<file path="src/rtl/bsg_manycore_mem_responder_pkg.sv">
// Shared types for the manycore memory responder: FSM states,
// request op codes, return packet types and packet width helpers.
package bsg_manycore_mem_responder_pkg;

    // Responder FSM: idle, presenting a live response, holding a stalled one.
    typedef enum logic [1:0] {
        IDLE = 2'd0,
        RESP = 2'd1,
        HOLD = 2'd2
    } state_e;

    // Request op field encoding.
    localparam int op_width_gp = 2;

    typedef enum logic [1:0] {
        e_op_load  = 2'b00,
        e_op_store = 2'b01
    } op_e;

    // Return packet type encoding.
    typedef enum logic [1:0] {
        e_return_credit = 2'b00,
        e_return_int_wb = 2'b01
    } return_type_e;

    // Request layout: {addr, op, mask, payload, load_id, src_y, src_x}
    function automatic int req_pkt_width(
        input int x_cord_width,
        input int y_cord_width,
        input int data_width,
        input int addr_width,
        input int load_id_width
    );
        return addr_width + op_width_gp + data_width / 8 + data_width
             + load_id_width + y_cord_width + x_cord_width;
    endfunction

    // Return layout: {type, data, load_id, y_cord, x_cord}
    function automatic int ret_pkt_width(
        input int x_cord_width,
        input int y_cord_width,
        input int data_width,
        input int load_id_width
    );
        return 2 + data_width + load_id_width + y_cord_width + x_cord_width;
    endfunction

endpackage

</file>
<file path="src/rtl/bsg_manycore_return_pkt_builder.sv">
// Combinational assembly of a return packet from a captured header
// plus the SRAM read data.
// Ports:
//   pkt_type  - store credit or load data
//   mem_data  - SRAM read data (used only for load data)
//   drop_data - force the data field to zero (rejected load)
//   load_id   - load ID echoed back to the requester
//   dest_x/y  - requester coordinates
//   packet    - assembled return packet
module bsg_manycore_return_pkt_builder
    import bsg_manycore_mem_responder_pkg::*;
#(
    parameter int x_cord_width_p  = 4,
    parameter int y_cord_width_p  = 4,
    parameter int data_width_p    = 32,
    parameter int load_id_width_p = 5,
    localparam int ret_width_lp = ret_pkt_width(
        x_cord_width_p, y_cord_width_p, data_width_p, load_id_width_p)
) (
    input  return_type_e               pkt_type,
    input  logic [data_width_p-1:0]    mem_data,
    input  logic                       drop_data,
    input  logic [load_id_width_p-1:0] load_id,
    input  logic [x_cord_width_p-1:0]  dest_x,
    input  logic [y_cord_width_p-1:0]  dest_y,
    output logic [ret_width_lp-1:0]    packet
);

    typedef struct packed {
        logic [1:0]                 pkt_type;
        logic [data_width_p-1:0]    data;
        logic [load_id_width_p-1:0] load_id;
        logic [y_cord_width_p-1:0]  y_cord;
        logic [x_cord_width_p-1:0]  x_cord;
    } ret_pkt_s;

    ret_pkt_s pkt;
    logic     keep_data;

    assign keep_data = (pkt_type == e_return_int_wb) && !drop_data;

    always_comb begin
        pkt          = '0;
        pkt.pkt_type = pkt_type;
        pkt.data     = keep_data ? mem_data : '0;
        pkt.load_id  = load_id;
        pkt.y_cord   = dest_y;
        pkt.x_cord   = dest_x;
    end

    assign packet = pkt;

endmodule

</file>
<file path="src/rtl/bsg_manycore_mem_responder.sv">
// Manycore endpoint memory responder: consumes request packets from the
// endpoint FIFO, drives a 1-cycle-latency SRAM and returns in-order
// store credits / load data with a single outstanding response.
// Ports:
//   clk_i, reset_i (sync, active-low)
//   in_packet_i / in_v_i / in_yumi_o         request side
//   mem_v_o / mem_w_o / mem_addr_o /
//   mem_data_o / mem_mask_o / mem_data_i     SRAM side
//   return_packet_o / return_v_o /
//   return_ready_i                           response side
//   error_o                                  out-of-range pulse
// Optional: define BSG_MANYCORE_MEM_RESPONDER_ADDR_CHECK_EN to reject
// addresses beyond the SRAM (consumed, no SRAM access, load data 0).
module bsg_manycore_mem_responder
    import bsg_manycore_mem_responder_pkg::*;
#(
    parameter int x_cord_width_p   = 4,
    parameter int y_cord_width_p   = 4,
    parameter int data_width_p     = 32,
    parameter int addr_width_p     = 32,
    parameter int load_id_width_p  = 5,
    parameter int mem_addr_width_p = 10,
    localparam int mask_width_lp   = data_width_p / 8,
    localparam int in_width_lp     = req_pkt_width(
        x_cord_width_p, y_cord_width_p, data_width_p,
        addr_width_p, load_id_width_p),
    localparam int ret_width_lp    = ret_pkt_width(
        x_cord_width_p, y_cord_width_p, data_width_p, load_id_width_p)
) (
    input  logic                        clk_i,
    input  logic                        reset_i,
    input  logic [in_width_lp-1:0]      in_packet_i,
    input  logic                        in_v_i,
    output logic                        in_yumi_o,
    output logic                        mem_v_o,
    output logic                        mem_w_o,
    output logic [mem_addr_width_p-1:0] mem_addr_o,
    output logic [data_width_p-1:0]     mem_data_o,
    output logic [mask_width_lp-1:0]    mem_mask_o,
    input  logic [data_width_p-1:0]     mem_data_i,
    output logic [ret_width_lp-1:0]     return_packet_o,
    output logic                        return_v_o,
    input  logic                        return_ready_i,
    output logic                        error_o
);

    typedef struct packed {
        logic [addr_width_p-1:0]    addr;
        logic [op_width_gp-1:0]     op;
        logic [mask_width_lp-1:0]   mask;
        logic [data_width_p-1:0]    payload;
        logic [load_id_width_p-1:0] load_id;
        logic [y_cord_width_p-1:0]  src_y;
        logic [x_cord_width_p-1:0]  src_x;
    } req_pkt_s;

    // Return header captured at acceptance; oor marks a rejected address.
    typedef struct packed {
        return_type_e               pkt_type;
        logic [load_id_width_p-1:0] load_id;
        logic [x_cord_width_p-1:0]  src_x;
        logic [y_cord_width_p-1:0]  src_y;
        logic                       oor;
    } hdr_s;

    req_pkt_s req;
    hdr_s     hdr_n, hdr_q;
    state_e   state_q, state_n;

    logic is_store;
    logic oor;
    logic accept;
    logic resp_v;
    logic latch_hold;

    logic [ret_width_lp-1:0] live_pkt;
    logic [ret_width_lp-1:0] hold_q;

    assign req      = in_packet_i;
    assign is_store = (req.op == e_op_store);

`ifdef BSG_MANYCORE_MEM_RESPONDER_ADDR_CHECK_EN
    assign oor     = |req.addr[addr_width_p-1:mem_addr_width_p];
    assign error_o = accept & oor;
`else
    logic unused_upper_addr;
    assign unused_upper_addr = |req.addr[addr_width_p-1:mem_addr_width_p];
    assign oor     = 1'b0;
    assign error_o = 1'b0;
`endif

    always_comb begin
        hdr_n          = '0;
        hdr_n.pkt_type = is_store ? e_return_credit : e_return_int_wb;
        hdr_n.load_id  = req.load_id;
        hdr_n.src_x    = req.src_x;
        hdr_n.src_y    = req.src_y;
        hdr_n.oor      = oor;
    end

    // Next request is only taken when the current response retires in
    // the same cycle, so at most one response is ever outstanding and a
    // stalled response never loses its SRAM read data.
    always_comb begin
        state_n    = state_q;
        accept     = 1'b0;
        resp_v     = 1'b0;
        latch_hold = 1'b0;
        unique case (state_q)
            IDLE: begin
                if (in_v_i) begin
                    accept  = 1'b1;
                    state_n = RESP;
                end
            end
            RESP: begin
                resp_v = 1'b1;
                if (return_ready_i) begin
                    if (in_v_i) begin
                        accept  = 1'b1;
                        state_n = RESP;
                    end else begin
                        state_n = IDLE;
                    end
                end else begin
                    latch_hold = 1'b1;
                    state_n    = HOLD;
                end
            end
            HOLD: begin
                resp_v = 1'b1;
                if (return_ready_i) begin
                    state_n = IDLE;
                end
            end
            default: state_n = IDLE;
        endcase
        // No handshake of either side may complete while in reset.
        if (!reset_i) begin
            accept     = 1'b0;
            resp_v     = 1'b0;
            latch_hold = 1'b0;
            state_n    = IDLE;
        end
    end

    always_ff @(posedge clk_i) begin
        if (!reset_i) begin
            state_q <= IDLE;
            hdr_q   <= '0;
            hold_q  <= '0;
        end else begin
            state_q <= state_n;
            if (accept) begin
                hdr_q <= hdr_n;
            end
            if (latch_hold) begin
                hold_q <= live_pkt;
            end
        end
    end

    bsg_manycore_return_pkt_builder #(
        .x_cord_width_p  (x_cord_width_p),
        .y_cord_width_p  (y_cord_width_p),
        .data_width_p    (data_width_p),
        .load_id_width_p (load_id_width_p)
    ) builder (
        .pkt_type  (hdr_q.pkt_type),
        .mem_data  (mem_data_i),
        .drop_data (hdr_q.oor),
        .load_id   (hdr_q.load_id),
        .dest_x    (hdr_q.src_x),
        .dest_y    (hdr_q.src_y),
        .packet    (live_pkt)
    );

    assign in_yumi_o  = accept;
    assign mem_v_o    = accept & ~oor;
    assign mem_w_o    = is_store;
    assign mem_addr_o = req.addr[mem_addr_width_p-1:0];
    assign mem_data_o = req.payload;
    assign mem_mask_o = req.mask;

    assign return_v_o      = resp_v;
    assign return_packet_o = (state_q == HOLD) ? hold_q : live_pkt;

endmodule

</file>
<file path="config.mk">
export PLATFORM = sky130hd
export DESIGN_NAME = bsg_manycore_mem_responder
export DESIGN_NICKNAME = d
export VERILOG_FILES = /design/src/rtl/bsg_manycore_mem_responder_pkg.sv /design/src/rtl/bsg_manycore_return_pkt_builder.sv /design/src/rtl/bsg_manycore_mem_responder.sv
export SDC_FILE = /design/constraint.sdc
export NUM_CORES = 1
export LEC_CHECK = 0
export BUFFER_PORTS_ARGS = -buffer_cell sky130_fd_sc_hd__buf_2
export CAP_MARGIN = 20
export CORE_ASPECT_RATIO = 1.5
export CORE_MARGIN = 4
export CORE_UTILIZATION = 30
export CTS_CLUSTER_SIZE = 12
export DETAILED_ROUTE_END_ITERATION = 7
export SLEW_MARGIN = 20
export SYNTH_ARGS = -nofsm -noshare
export SYNTH_HDL_FRONTEND = slang
export SYNTH_SLANG_ARGS = --single-unit
</file>
<file path="constraint.sdc">
create_clock -name clk_i -period 1.75 [get_ports clk_i]
set_input_delay 0.2625 -clock clk_i [delete_from_list [all_inputs] [get_ports clk_i]]
set_output_delay 0.2625 -clock clk_i [all_outputs]
set_load 0.01 [all_outputs]
</file>
==> metrics, run 1 <==
Util after Layout 0.408; mapped cell area 0.00338 mm^2; area grow syn2layout 33.5%; Post-CTS Hold Fix Bufs 0; Floorplan Core Area 0.0111 mm^2; minimum clock period 1.85 ns; # diodes 0; maximum clock insertion buffer count 2; Setup CP Type reg2out; Post-Place Worst Slack 0.115 ns; Remaining Overflow, GRT 0; htree depth 3; Non-Filler Instances 666; Post-DRT Antenna Nets 0; worst hold slack 0.177 ns; PortBufs 100; Required @ worst endpoint 1.49 ns; TritonCTS clock tree built; Syn Inst Count 462; post-synthesis simple-gate area fraction 0.237; io pins 217; syn_area_per_cell 7.32 um^2; Via density 4.66; final instance area 0.00452 mm^2; arrival time at the worst endpoint 1.58 ns; register area 0.00124 mm^2; drt first-iter violations 107; VDD IR-drop max 0.523 mV; sequential area share after synthesis 0.367; CTS buffer count 9; Final Hold Violating Endpoints 0; Starting Density 0.306; Post-Synth Adder-Cell Area 0.0148; Worst Skew 0.00533 ns; fill cell count 1,197; unrepaired setup endpoints after global routing yes; Post-DP Area 0.00366 mm^2; GRT Overall Usage 0.140; routed length per instance 14.7 um; FP Rows 47; final wirelength 9.77 mm; Max FO, Critical Path 8; vias in the first global route 2,931; Root Buffer clkbuf_16; fin crit share 1.05; initial antenna violation count 0; Worst Hold Class in2reg; largest net degree at the start of global routing 61; 1st-pass router iterations 4; share of layout cells above drive strength 1 0.374; CP Launch Type flop; Crit. End Element output pin; pwr dens 1180 mW/mm^2; worst skew pair latency 0.33 ns; Placed Cells 637; Nets 639; Die Area 0.0131 mm^2; largest family of logic cells by synthesized area simple AND/OR/NAND/NOR gates; vias post-DR 3,103; DRC viols 0; first-pass GRT wire length 14.4 mm; mux share of post-synthesis cell area 0.0884; Leak 1.88 nW; Multi-input gate area 0.00180 mm^2; Final WS setup -0.0952 ns; XOR/XNOR share of the synthesized area 0; failing checks setup timing; pins over their slew limit 0; Compound-Gate Fraction of Synth Area 0.131; post-synth cell types 24; Max Cap Viol 0; Setup Viol. Count Final 46; Final GP Congestion 0.692; Die Wd 94.7 um; clk sinks 62; Peak Freq 542 MHz; #FFs+latches synth 62; status complete, but fails checks; Reg clk slew, reported paths 0.05 ns; hpwl dp 5.95 mm; Ys Warns 0; DIE HEIGHT 138 um
[flip-flops by register name, indices dropped and copies added (netlist names)]
register / cells
state_q: 2
hold_q: 46
hdr_q: 14
[final cells by class]
type	count	share of cell area
inverters	3	0.00305
repair buffers	126	0.213
flip-flops and latches	62	0.276
clock inverters	4	0.0161
multi-input cells	314	0.399
clock buffers	10	0.0529
well taps	147	0.0407
[worst max-delay path, stage by stage (launching register included)]
cell and delay, ns:
dfxtp_2 0.33, inv_4 0.08, ha_4 0.23, buf_16 0.15, mux2_2 0.34, buf_6 0.12
[cell usage after synthesis]
master    instances  area [um^2]
a21boi_4          1         18.8
a21oi_1          50          250
and2_1            3         18.8
buf_1             4         15.0
buf_2            13         65.1
buf_4            49          368
buf_6             2         22.5
clkbuf_1         16         60.1
conb_1            1         3.75
dfxtp_1          62         1240
ha_1              4         50.1
inv_1             3         11.3
mux2_2           15          169
mux2i_1          13          130
nand2_1         151          567
nand2b_1          1         6.26
nand3_1          32          160
nor2_1            1         3.75
nor2b_1           3         18.8
nor2b_4           1         13.8
o21ai_0          34          170
o21ai_1           1         5.00
or3_1             1         6.26
or4_1             1         7.51
[worst paths after layout]
path | cells after the start | start | to | slack [ns]
min | 3 | in_packet_i[5] | hdr_q[2] | 0.18
min reg2reg | 2 | hold_q[11] | hold_q[11] | 0.45
max | 5 | state_q[0] | return_packet_o[4] | -0.1
max reg2reg | 7 | state_q[1] | hdr_q[13] | 0.14
[placed cells by master, fill, tap and decap left out, drive strengths merged, types with 4 or more instances in the layout]
cell and instances:
a21oi 50, mux2i 13, buf 122, dfxtp 62, nand2 151, mux2 15
ha 4, nand3 32, clkbuf 14, o21ai 35, nor2b 4
[power by group]
group / leakage [nW] / total, mW / switching (mW) / internal (mW)
logic: 1.22 / 1.83 / 0.964 / 0.865
registers: 0.503 / 1.65 / 0.106 / 1.55
clock network: 0.150 / 1.86 / 0.598 / 1.26
[cells by family (layout without fill, tap and decap cells)]
logic type	count (synthesis)	in the layout
fa+ha+maj	4	4
compound gates	86	86
simple gates	194	194
mux	28	28
buf+inv	87	143
flops	62	62
other cells	1	2
[what timing repair did]
| action | CTS | global route |
|---|---|---|
| hold endpoints to repair | 0 | 0 |
| pin swaps | 3 | 12 |
| buffers inserted | 6 | 2 |
| setup endpoints to repair | 48 | 48 |
| gates resized for setup | 68 | 41 |
| gates cloned | 3 | 5 |
[metrics by stage]
stage               power, mW  TNS, ns
floorplan                2.68        0
global placement         3.01        0
detailed placement       3.04        0
CTS                      5.23    -2.41
global route             5.66    -6.05
finish                   5.35    -2.60
[metal layers]
| metal | GRT usage | vias up | part of all wire |
|---|---|---|---|
| met5 | 0 | - | 0 |
| met4 | 0.112 | 0 | 0.068 |
| met3 | 0.0402 | 61 | 0.069 |
| met2 | 0.220 | 95 | 0.49 |
| met1 | 0.154 | 1381 | 0.37 |
| li1 | - | 1566 | - |
No activity file was read; power rests on OpenSTA's default activity.
==> run 2, diff against run 1 <==
- BUFFER_PORTS_ARGS: -buffer_cell sky130_fd_sc_hd__buf_2 -> -buffer_cell sky130_fd_sc_hd__clkbuf_2
==> metrics, run 2 (synthesized netlist as in run 1, its figures left out) <==
Biggest register hold_q; Largest regs hold_q (46), hdr_q (14), state_q (2); Setup Viol. Count Final 42 (-8.7%); Final WS setup -0.110 ns (-0.0146 ns); final instance area 0.00456 mm^2 (+1.0%); Floorplan Core Area 0.0111 mm^2 (unchanged); GRT Overall Usage 0.139 (-0.000774); Die Area 0.0131 mm^2 (unchanged); Multi-input gate area 0.00179 mm^2 (-0.83%); status complete, but fails checks; FP Rows 47 (unchanged); Internal Pwr Total 3.89 mW (+5.8%); P_sw 1.64 mW (-1.4%); Worst Skew 0.00744 ns (+0.00211 ns); drt first-iter violations 94 (-12%); pins over their slew limit 0 (unchanged); routed length per instance 13.9 um (-5.5%); Leak 1.86 nW (-0.99%); Largest register FFs 46 (unchanged); combinational share of power 0.326 (-0.016); clock power share 0.375 (+0.027); hpwl dp 6.05 mm (+1.7%); # diodes 0 (unchanged); largest net degree at the start of global routing 35 (-43%); unrepaired setup endpoints after global routing yes; CTS buffer count 9 (unchanged); 1st-pass router iterations 4 (unchanged); crit path from state_q[0]; DIE HEIGHT 138 um (unchanged); Die Wd 94.7 um (unchanged); sequential power share 0.299 (-0.011); pwr dens 1210 mW/mm^2 (+2.5%); share of layout cells above drive strength 1 0.367 (-0.00649); Hold Startpoint in_packet_i[9]; arrival time at the worst endpoint 1.60 ns (+0.02 ns); Crit. End Element output pin; first-pass GRT wire length 14.6 mm (+1.0%); PortBufs 100 (unchanged); commonest cells after routing, fill and taps aside nand2_1 (145), clkbuf_2 (69), dfxtp_1 (59); Reg clk slew, reported paths 0.05 ns (about the same); Final Hold Violating Endpoints 0 (unchanged); VDD IR-drop max 0.573 mV (+9.6%); maximum clock insertion buffer count 2 (unchanged); minimum clock period 1.86 ns (+0.0146 ns); DRC viols 0 (unchanged); Max FO, Critical Path 7 (-1); Nets 638 (-0.16%); vias in the first global route 3,100 (+5.8%); Net Sw Frac 0.297 (-0.0149); io pins 217 (unchanged); Peak Freq 538 MHz (-0.78%); Root Buffer clkbuf_16; Post-DP Area 0.00369 mm^2 (+0.75%); Post-DRT Antenna Nets 0 (unchanged); Worst R2R Start state_q[0]; vias post-DR 3,153 (+1.6%); Max Cap Viol 0 (unchanged); Post-CTS Hold Fix Bufs 0 (unchanged); fin crit share 1.06 (+0.00832); r2r setup slk 0.13 ns (about the same); CP Launch Type flop; Worst Hold Class in2reg; Required @ worst endpoint 1.49 ns (about the same); Starting Density 0.306 (unchanged); failing checks setup timing; clk sinks 62 (unchanged); final total power 5.54 mW (+3.5%); worst hold slack 0.161 ns (-0.0161 ns); TritonCTS clock tree built; register area 0.00125 mm^2 (+0.20%); commonest non-fill, non-tap cell in the layout nand2_1; Setup CP Type reg2out; Final GP Congestion 0.698 (+0.87%); Util after Layout 0.413 (+0.00407); htree depth 3 (unchanged); Via density 4.73 (+1.5%); area grow syn2layout 34.9%; worst skew pair latency 0.32 ns (about the same); fill cell count 1,176 (-1.8%); Remaining Overflow, GRT 0 (unchanged); initial antenna violation count 0 (unchanged); final wirelength 9.25 mm (-5.4%)
==> run 2: changes by cell type in the layout (fill, tap and decap cells not counted), sizes merged <==
cell      previous run  this run
buf                122        53
clkinvlp             1         0
clkinv               2         1
clkbuf              14        84
bufbuf               0         1
bufinv               2         3
==> run 2: worst paths after layout <==
path,endpoint,depth (start not counted)
max,return_packet_o[5],6
min,hdr_q[10],3
max reg2reg,state_q[0],6
min reg2reg,hold_q[41],2
==> run 2: area by class of cell <==
| cell class | count | share of cell area |
|---|---|---|
| flip-flops and latches | 62 | 0.274 |
| well taps | 147 | 0.0403 |
| inverters | 3 | 0.00302 |
| repair buffers | 125 | 0.215 |
| multi-input cells | 314 | 0.391 |
| clock buffers | 13 | 0.0571 |
| clock inverters | 3 | 0.0198 |
==> run 2: worst max-delay path: stages, from the launching register on <==
cell,delay [ns]
dfxtp_4,0.35
inv_4,0.05
ha_4,0.16
buf_12,0.14
buf_16,0.15
mux2_4,0.30
buf_6,0.12
==> run 2: routing by layer <==
metal | vias up | routed length, um | global-route usage
li1 | 1570 | - | -
met1 | 1447 | 3460 | 0.148
met2 | 82 | 4560 | 0.236
met3 | 54 | 627 | 0.0337
met4 | 0 | 593 | 0.0973
met5 | - | 0 | 0
==> run 2: stage by stage <==
step | worst slack (ns) | TNS (ns) | instances
after global routing | -0.160 | -5.61 | 667
final | -0.110 | -2.49 | 667
after floorplan | 0.0172 | 0 | 463
after global placement | 0.103 | 0 | 639
after detailed placement | 0.0676 | 0 | 639
after CTS | -0.122 | -3.07 | 664
==> run 2: repair_timing <==
action | 4_1_cts | 5_1_grt
hold endpoints to repair | 0 | 0
setup buffers | 5 | 0
setup endpoints to repair | 48 | 48
pin swaps | 6 | 4
gates cloned | 4 | 3
gates resized for setup | 78 | 57
==> run 2: power groups by stage <==
stage                     clock (mW)  combinational [mW]  sequential [mW]
final                           2.08                1.80             1.65
after global routing            2.20                1.97             1.68
after CTS                       2.14                1.68             1.65
after detailed placement           0                1.41             1.67
after global placement             0                1.38             1.66
after floorplan                    0                1.05             1.63
